<file path="src/rtl/rename_ctrl_pkg.sv">
// Shared rename-stage definitions: sizes, index types, controller state enum,
// and the modular free-list pointer increment.
package rename_ctrl_pkg;
    localparam int PREG_WIDTH = 7;
    localparam int AREG_COUNT = 32;
    localparam int AREG_WIDTH = $clog2(AREG_COUNT);
    localparam int FL_DEPTH   = (2 ** PREG_WIDTH) - AREG_COUNT;
    localparam int PTR_W      = $clog2(FL_DEPTH);
    localparam int CNT_W      = $clog2(FL_DEPTH + 1);
    localparam int RCV_W      = AREG_WIDTH - 1;
    localparam int RCV_LAST   = AREG_COUNT / 2 - 1;

    typedef logic [PREG_WIDTH-1:0] preg_t;
    typedef logic [AREG_WIDTH-1:0] areg_t;
    typedef logic [PTR_W-1:0]      ptr_t;
    typedef logic [CNT_W-1:0]      cnt_t;

    typedef enum logic {RUN, RECOVER} rename_state_e;

    // Advance a free-list pointer by 0..2; the depth need not be a power of two.
    function automatic ptr_t ptr_add(ptr_t p, logic [1:0] n);
        logic [PTR_W:0] s;
        s = {1'b0, p} + {{(PTR_W-1){1'b0}}, n};
        if (s >= (PTR_W+1)'(FL_DEPTH)) s = s - (PTR_W+1)'(FL_DEPTH);
        return s[PTR_W-1:0];
    endfunction
endpackage

</file>
<file path="src/rtl/rename_freelist.sv">
// Physical-register free list: circular array with alloc head, free tail and
// committed head. A flush rewinds head to the committed head and marks every
// non-architectural preg free.
// Ports: alloc_n_i (pregs taken this cycle), free_i/free_pd_i (per-slot frees),
// flush_i, pd_o (entry[head], entry[head+1]), cnt_o (free count), err_o.
// Optional macro RENAME_CTRL_CHECK_EN: sticky over/underflow error with
// saturated count; when undefined err_o is tied low.
module rename_freelist import rename_ctrl_pkg::*; (
    input  logic             clk,
    input  logic             rst,
    input  logic [1:0]       alloc_n_i,
    input  logic [1:0]       free_i,
    input  preg_t [1:0]      free_pd_i,
    input  logic             flush_i,
    output preg_t [1:0]      pd_o,
    output cnt_t             cnt_o,
    output logic             err_o
);
    preg_t      fl_q [FL_DEPTH];
    preg_t      fl_d [FL_DEPTH];
    ptr_t       head_q, head_d, tail_q, tail_d, cmt_head_q, cmt_head_d;
    cnt_t       cnt_q, cnt_d;
    logic [1:0] n_free;
    int         cnt_sum;

    assign pd_o[0] = fl_q[head_q];
    assign pd_o[1] = fl_q[ptr_add(head_q, 2'd1)];
    assign cnt_o   = cnt_q;

    always_comb begin
        fl_d    = fl_q;
        n_free  = {1'b0, free_i[0]} + {1'b0, free_i[1]};
        // Frees pack into consecutive tail slots in slot order.
        if (free_i[0]) fl_d[tail_q] = free_pd_i[0];
        if (free_i[1]) fl_d[free_i[0] ? ptr_add(tail_q, 2'd1) : tail_q] = free_pd_i[1];
        tail_d     = ptr_add(tail_q, n_free);
        cmt_head_d = ptr_add(cmt_head_q, n_free);
        head_d     = ptr_add(head_q, alloc_n_i);
        cnt_sum    = int'(cnt_q) - int'(alloc_n_i) + int'(n_free);
        cnt_d      = cnt_t'(cnt_sum);
`ifdef RENAME_CTRL_CHECK_EN
        if (cnt_sum > FL_DEPTH) cnt_d = cnt_t'(FL_DEPTH);
        else if (cnt_sum < 0)   cnt_d = '0;
`endif
        // Commits of the flush cycle land first, then everything speculative is freed.
        if (flush_i) begin
            head_d = cmt_head_d;
            cnt_d  = cnt_t'(FL_DEPTH);
        end
    end

    always_ff @(posedge clk) begin
        if (rst) begin
            for (int i = 0; i < FL_DEPTH; i++) fl_q[i] <= preg_t'(i + AREG_COUNT);
            head_q     <= '0;
            tail_q     <= '0;
            cmt_head_q <= '0;
            cnt_q      <= cnt_t'(FL_DEPTH);
        end else begin
            fl_q       <= fl_d;
            head_q     <= head_d;
            tail_q     <= tail_d;
            cmt_head_q <= cmt_head_d;
            cnt_q      <= cnt_d;
        end
    end

`ifdef RENAME_CTRL_CHECK_EN
    logic err_q, err_d;
    always_comb begin
        err_d = err_q | (cnt_sum > FL_DEPTH) | (cnt_t'(alloc_n_i) > cnt_q);
    end
    always_ff @(posedge clk) begin
        if (rst) err_q <= 1'b0;
        else     err_q <= err_d;
    end
    assign err_o = err_q;
`else
    assign err_o = 1'b0;
`endif
endmodule

</file>
<file path="src/rtl/rename_ctrl.sv">
// Two-wide rename-stage controller: allocates pregs from the free list, drives
// the speculative RAT write ports, keeps the committed map, and after a flush
// replays the committed map into the RAT two entries per cycle.
// Ports: dec_* decode group in (valid/ready), ren_* registered group out,
// rat_* RAT write ports, cmt_* retiring slots, flush_i, busy_o (recovery),
// err_o (free-list error, only with RENAME_CTRL_CHECK_EN defined).
module rename_ctrl import rename_ctrl_pkg::*; (
    input  logic                       clk,
    input  logic                       rst,
    input  logic [1:0]                 dec_valid_i,
    input  logic [1:0]                 dec_we_i,
    input  logic [1:0][AREG_WIDTH-1:0] dec_rd_i,
    output logic                       dec_ready_o,
    output logic                       ren_valid_o,
    input  logic                       ren_ready_i,
    output logic [1:0]                 ren_slot_o,
    output logic [1:0][PREG_WIDTH-1:0] ren_pd_o,
    output logic [1:0]                 rat_we_o,
    output logic [1:0][AREG_WIDTH-1:0] rat_waddr_o,
    output logic [1:0][PREG_WIDTH-1:0] rat_wdata_o,
    input  logic [1:0]                 cmt_valid_i,
    input  logic [1:0]                 cmt_we_i,
    input  logic [1:0][AREG_WIDTH-1:0] cmt_rd_i,
    input  logic [1:0][PREG_WIDTH-1:0] cmt_pd_i,
    input  logic [1:0][PREG_WIDTH-1:0] cmt_old_pd_i,
    input  logic                       flush_i,
    output logic                       busy_o,
    output logic                       err_o
);
    rename_state_e state_q;
    logic [RCV_W-1:0] c_q;
    logic          busy_q;
    logic [1:0]    dec_eff, cmt_eff, n_alloc;
    logic          accept;
    preg_t [1:0]   fl_pd, alloc_pd;
    cnt_t          fl_cnt;
    preg_t         arch_q [AREG_COUNT];
    preg_t         arch_d [AREG_COUNT];
    logic          ren_valid_q, ren_valid_d;
    logic [1:0]    ren_slot_q, ren_slot_d;
    preg_t [1:0]   ren_pd_q, ren_pd_d;

    // r0 is hard-wired: never allocated, never remapped, never freed.
    always_comb begin
        for (int i = 0; i < 2; i++) begin
            dec_eff[i] = dec_valid_i[i] & dec_we_i[i] & (dec_rd_i[i] != '0);
            cmt_eff[i] = cmt_valid_i[i] & cmt_we_i[i] & (cmt_rd_i[i] != '0);
        end
    end

    // Two free entries are required even for groups that allocate fewer.
    assign dec_ready_o = (state_q == RUN) & !flush_i & (fl_cnt >= cnt_t'(2)) &
                         (!ren_valid_q | ren_ready_i);
    assign accept  = dec_valid_i[0] & dec_ready_o;
    assign n_alloc = accept ? ({1'b0, dec_eff[0]} + {1'b0, dec_eff[1]}) : 2'd0;

    always_comb begin
        alloc_pd[0] = dec_eff[0] ? fl_pd[0] : '0;
        alloc_pd[1] = !dec_eff[1] ? '0 : (dec_eff[0] ? fl_pd[1] : fl_pd[0]);
    end

    rename_freelist u_fl (
        .clk       (clk),
        .rst       (rst),
        .alloc_n_i (n_alloc),
        .free_i    (cmt_eff),
        .free_pd_i (cmt_old_pd_i),
        .flush_i   (flush_i),
        .pd_o      (fl_pd),
        .cnt_o     (fl_cnt),
        .err_o     (err_o)
    );

    always_comb begin
        rat_we_o    = '0;
        rat_waddr_o = dec_rd_i;
        rat_wdata_o = alloc_pd;
        if (state_q == RECOVER) begin
            rat_we_o       = 2'b11;
            rat_waddr_o[0] = {c_q, 1'b0};
            rat_waddr_o[1] = {c_q, 1'b1};
            rat_wdata_o[0] = arch_q[{c_q, 1'b0}];
            rat_wdata_o[1] = arch_q[{c_q, 1'b1}];
        end else if (accept) begin
            rat_we_o = dec_eff;
        end
    end

    // Committed map; slot 1 is applied last so it wins on equal rd.
    always_comb begin
        arch_d = arch_q;
        for (int i = 0; i < 2; i++)
            if (cmt_eff[i]) arch_d[cmt_rd_i[i]] = cmt_pd_i[i];
    end

    always_comb begin
        ren_valid_d = ren_valid_q;
        ren_slot_d  = ren_slot_q;
        ren_pd_d    = ren_pd_q;
        if (flush_i) begin
            ren_valid_d = 1'b0;
            ren_slot_d  = '0;
            ren_pd_d    = '0;
        end else if (accept) begin
            ren_valid_d = 1'b1;
            ren_slot_d  = dec_valid_i;
            ren_pd_d    = alloc_pd;
        end else if (ren_ready_i) begin
            ren_valid_d = 1'b0;
            ren_slot_d  = '0;
        end
    end

    always_ff @(posedge clk) begin
        if (rst) begin
            for (int i = 0; i < AREG_COUNT; i++) arch_q[i] <= preg_t'(i);
            ren_valid_q <= 1'b0;
            ren_slot_q  <= '0;
            ren_pd_q    <= '0;
        end else begin
            arch_q      <= arch_d;
            ren_valid_q <= ren_valid_d;
            ren_slot_q  <= ren_slot_d;
            ren_pd_q    <= ren_pd_d;
        end
    end

    // Recovery FSM: c walks register pairs; a flush mid-recovery starts over.
    always_ff @(posedge clk) begin
        if (rst) begin
            state_q <= RUN;
            c_q     <= '0;
            busy_q  <= 1'b0;
        end else begin
            case (state_q)
                RUN: if (flush_i) begin
                    state_q <= RECOVER;
                    c_q     <= '0;
                    busy_q  <= 1'b1;
                end
                RECOVER: begin
                    if (flush_i) begin
                        c_q <= '0;
                    end else if (c_q == RCV_W'(RCV_LAST)) begin
                        state_q <= RUN;
                        busy_q  <= 1'b0;
                    end else begin
                        c_q <= c_q + 1'b1;
                    end
                end
                default: state_q <= RUN;
            endcase
        end
    end

    assign busy_o      = busy_q;
    assign ren_valid_o = ren_valid_q;
    assign ren_slot_o  = ren_slot_q;
    assign ren_pd_o    = ren_pd_q;
endmodule

</file>
<file path="config.mk">
export PLATFORM = sky130hd
export DESIGN_NAME = rename_ctrl
export DESIGN_NICKNAME = d
export VERILOG_FILES = /design/src/rtl/rename_ctrl_pkg.sv /design/src/rtl/rename_freelist.sv /design/src/rtl/rename_ctrl.sv
export SDC_FILE = /design/constraint.sdc
export NUM_CORES = 2
export LEC_CHECK = 0
export ABC_AREA = 1
export CAP_MARGIN = 15
export CORE_MARGIN = 2
export CORE_UTILIZATION = 45
export DETAILED_ROUTE_END_ITERATION = 7
export DONT_BUFFER_PORTS = 1
export GPL_ROUTABILITY_DRIVEN = 1
export PLACE_DENSITY = 0.61
export SYNTH_ARGS = -nofsm -noshare
export SYNTH_HDL_FRONTEND = slang
export SYNTH_SLANG_ARGS = --single-unit
</file>
<file path="constraint.sdc">
create_clock -name clk -period 4.45 [get_ports clk]
set_clock_uncertainty 0.15 [all_clocks]
set_input_delay 0.445 -clock clk [delete_from_list [all_inputs] [get_ports clk]]
set_output_delay 0.445 -clock clk [all_outputs]
set_load 0.01 [all_outputs]
</file>
==> results.sh <==
export IMPL_row_count=133
export IMPL_critPathKind="register to output pin"
export IMPL_gr_usage_all_layers=0.428
export IMPL_final_min_clock_period_ps=4440
export IMPL_arrival_ps=3840
export IMPL_finish_instance_area_mm2=0.0667
export IMPL_synth_sequential_area_ratio=0.320
export IMPL_routabilityCongestion=1.02
export IMPL_dpl_worst_slack_ps=613
export IMPL_num_vias=71400
export IMPL_yosys_warning_total=0
export IMPL_cts_tree="done"
export IMPL_route_detailed_drc=7
export IMPL_grt_overflow_total=0
export IMPL_cts_root_buf="clkbuf_16"
export IMPL_layout_drive_gt1_share=0.0716
export IMPL_wl_mm=306
export IMPL_finalSetupViolCount=0
export IMPL_p_int_mw=15.7
export IMPL_outcome="finished with violations"
export IMPL_h_tree_lvl_count=3
export IMPL_synth_seq_cells=947
export IMPL_unrepaired_setup_endpoints_after_global_routing="true"
export IMPL_via_count_of_the_first_global_routing_pass=62800
export IMPL_crit_required_ps=3860
export IMPL_finalHoldViolations=0
export IMPL_synthCells=9786
export IMPL_fp_coreArea_mm2=0.131
export IMPL_cp_start_kind="register"
export IMPL_cts_root_to_sink_buffers=3
export IMPL_grt_antenna_before_repair=22
export IMPL_share_seq_of_total_power=0.364
export IMPL_total_switching_power_mw=8.05
export IMPL_swShare=0.339
export IMPL_layout_nets=9552
export IMPL_share_comb_of_total_power=0.205
export IMPL_wire_length_of_the_first_global_routing_pass_mm=433
export IMPL_port_buffers=0
export IMPL_clock_power_share=0.432
export IMPL_drt_first_pass_iters=8
export IMPL_drt_first_iter_violations=11500
export IMPL_violations="DRC"
export IMPL_worst_ir_drop_vdd_v=0.000348
export IMPL_syn_area_mm2=0.0593
export IMPL_postSynthAreaPerCell_um2=6.06
export IMPL_nFillCells=13500
export IMPL_cap_violations=0
export IMPL_fin_util=0.508
export IMPL_p_per_area_mw_per_mm2=356
export IMPL_post_route_period_util=0.997
export IMPL_route_detailed_vias_per_inst=6.30
export IMPL_yosysUniqueCellTypes=49
export IMPL_antenna_violating_nets_post_route=0
export IMPL_die_w_um=367
export IMPL_die_height_um=367
export IMPL_worst_skew_pair_late_latency_ps=790
export IMPL_pin_count_of_the_biggest_net_entering_global_routing=198
export IMPL_clk_pin_slew_worst_paths_ps=70
export IMPL_standby_leakage_power_nw=29.6
export IMPL_dpl_cell_area_mm2=0.0610
export IMPL_layout_cells_non_filler=11300
export IMPL_synth_async_reset_ratio=0
export IMPL_timing_final_ws_setup_ps=13.4
export IMPL_detailedPlacementHpwl_mm=189
export IMPL_clock_sinks=947
export IMPL_endpoint_kind="output pin"
export IMPL_hold_path_class="input port to register"
export IMPL_initial_utilization=0.452
export IMPL_synthesis_nets=9876
export IMPL_max_clock_freq_ghz=0.225
export IMPL_setup_tns_final_ps=0
export IMPL_cts_inserted_buffers=114
export IMPL_floorplan_io_pins=106
export IMPL_timing_worst_slew_pin_value_ps=1220
export IMPL_design_die_area_mm2=0.135
export IMPL_max_slew_margin=0.186
export IMPL_synth_edff_count=0
export IMPL_place_inst=11000
export IMPL_area_growth_synth_to_final_pct=12.4
export IMPL_cp_max_fo=54
export IMPL_yosys_most_used_dff="dfxtp_1"
export IMPL_number_of_pins_exceeding_their_max_slew_limit_in_the_final_report=0
export IMPL_detail_route_wl_per_cell_um=27.0
Yosys cell counts (all sizes together) (2+ instances only):
cell type | number | share of area
nand2 | 2638 | 0.17
o21ai | 1253 | 0.11
nand3 | 1245 | 0.11
nor2 | 1011 | 0.066
dfxtp | 947 | 0.32
clkbuf | 661 | 0.042
a21oi | 645 | 0.054
inv | 558 | 0.035
o211ai | 359 | 0.045
buf | 112 | 0.0079
o221ai | 65 | 0.0096
mux2 | 51 | 0.0097
nor3 | 35 | 0.0034
clkinv | 30 | 0.0019
a221oi | 27 | 0.0040
ha | 25 | 0.0053
o22ai | 23 | 0.0024
mux2i | 19 | 0.0032
o21a | 17 | 0.0022
xor2 | 14 | 0.0022
a211oi | 12 | 0.0015
nand4 | 12 | 0.0014
a31oi | 6 | 0.00063
fa | 5 | 0.0017
nor4 | 3 | 0.00032
o21bai | 2 | 0.00025
o32ai | 2 | 0.00030
xnor2 | 2 | 0.00030
layer usage:
| layer | share of wire | routed length [um] | vias to the layer above | GRT usage |
|---|---|---|---|---|
| li1 | - | - | 32100 | - |
| met4 | 0.089 | 27300 | 14 | 0.322 |
| met3 | 0.13 | 38900 | 1244 | 0.111 |
| met1 | 0.37 | 113000 | 32900 | 0.535 |
| met5 | 0.00037 | 113 | - | 0 |
| met2 | 0.41 | 126000 | 5087 | 0.630 |
path summary, 6_finish.rpt:
path	startpoint	end	slack (ps)	cells past startpoint
max	u_fl.head_q[0]	rat_wdata_o[11]	10	14
min	cmt_old_pd_i[4]	u_fl.fl_q[151]	20	5
max reg2reg	u_fl.tail_q[4]	u_fl.fl_q[419]	280	16
min reg2reg	arch_q[217]	arch_q[217]	280	2
logic make-up after synthesis:
kind of cell / Yosys count / synth area share
simple gates: 4944 / 0.344
compound gates: 2417 / 0.227
buf+inv: 1361 / 0.0869
flops: 947 / 0.320
mux: 70 / 0.0129
fa+ha+maj: 30 / 0.00696
xor+xnor: 16 / 0.00249
other cells: 1 / 0.0000632
state kept, by name, summed over array words and instances, names as in the netlist:
| name | count |
|---|---|
| ren_pd_o | 14 |
| u_fl.tail_q | 7 |
| ren_slot_o | 2 |
| u_fl.cmt_head_q | 7 |
| u_fl.head_q | 7 |
| arch_q | 224 |
| ren_valid_o | 1 |
| u_fl.fl_q | 672 |
| c_q | 4 |
| state_q | 1 |
| busy_o | 1 |
| u_fl.cnt_o | 7 |
repair_timing:
action | 4_1_cts | 5_1_grt
cloned | 2 | 10
pin swaps | 0 | 2
hold buffers | 57 | 0
gates resized for setup | 34 | 56
endpoints found under the hold margin | 751 | 0
setup buffers | 1 | 11
setup endpoints to repair | 11 | 15
per-stage QoR:
stage | hold slack (ps) | power, mW
floorplan | 249 | 11.2
global placement | 260 | 12.8
detailed placement | 263 | 12.8
CTS | 1.01 | 23.3
global route | 32.5 | 24.1
finish | 20.4 | 23.7
placed cells by master (no fill, tap or decap), types with 17 or more instances in the layout:
master / Yosys / routed
buf_4: 2 / 219
nor2_1: 976 / 973
mux2_2: 51 / 51
inv_2: 27 / 26
clkbuf_16: 0 / 123
buf_12: 0 / 27
mux2i_1: 19 / 19
a21oi_1: 645 / 642
clkbuf_8: 0 / 24
nand3_2: 5 / 27
nand3_1: 1240 / 1216
o21a_1: 17 / 17
inv_1: 531 / 519
nor3_1: 31 / 31
o211ai_1: 359 / 359
buf_16: 0 / 25
clkinv_1: 30 / 28
a221oi_1: 27 / 27
dfxtp_1: 947 / 938
dlygate4sd3_1: 0 / 40
o22ai_1: 23 / 23
nand2_2: 7 / 17
clkbuf_1: 661 / 23
diode_2: 0 / 19
o21ai_0: 1241 / 1241
nand2_1: 2631 / 2616
ha_1: 25 / 24
clkinv_2: 0 / 28
nor2_2: 29 / 31
o221ai_1: 65 / 65
critical path, stage by stage, from the launching register on:
cell	delay, ps
dfxtp_4	440
buf_12	230
clkinv_16	190
buf_16	250
nand2_1	100
nand3_1	80
nand3_1	280
nand3_1	280
nand3_1	160
nand3_1	190
nand2_1	250
nand3_1	100
nand3_1	170
a21oi_1	100
buf_4	150
layout make-up:
class	count	area (um^2)	share of cell area
Inverter	588	2270	0.0341
Antenna cell	19	47.5	0.000713
Clock buffer	161	3270	0.0490
Multi-Input combinational cell	7478	35500	0.532
Timing Repair inverter	2	20.0	0.000300
Clock inverter	47	746	0.0112
Sequential cell	947	19000	0.285
Tap cell	1755	2200	0.0329
Timing Repair Buffer	331	3640	0.0547
power by group through the flow:
stage | sequential [mW] | combinational, mW | clock, mW
2_1_floorplan | 8.77 | 2.43 | 0
6_report | 8.62 | 4.85 | 10.2
3_5_place_dp | 8.81 | 3.99 | 0
5_1_grt | 8.63 | 4.97 | 10.5
3_3_place_gp | 8.81 | 3.97 | 0
4_1_cts | 8.62 | 4.40 | 10.2
No activity file was read; power rests on OpenSTA's default activity.
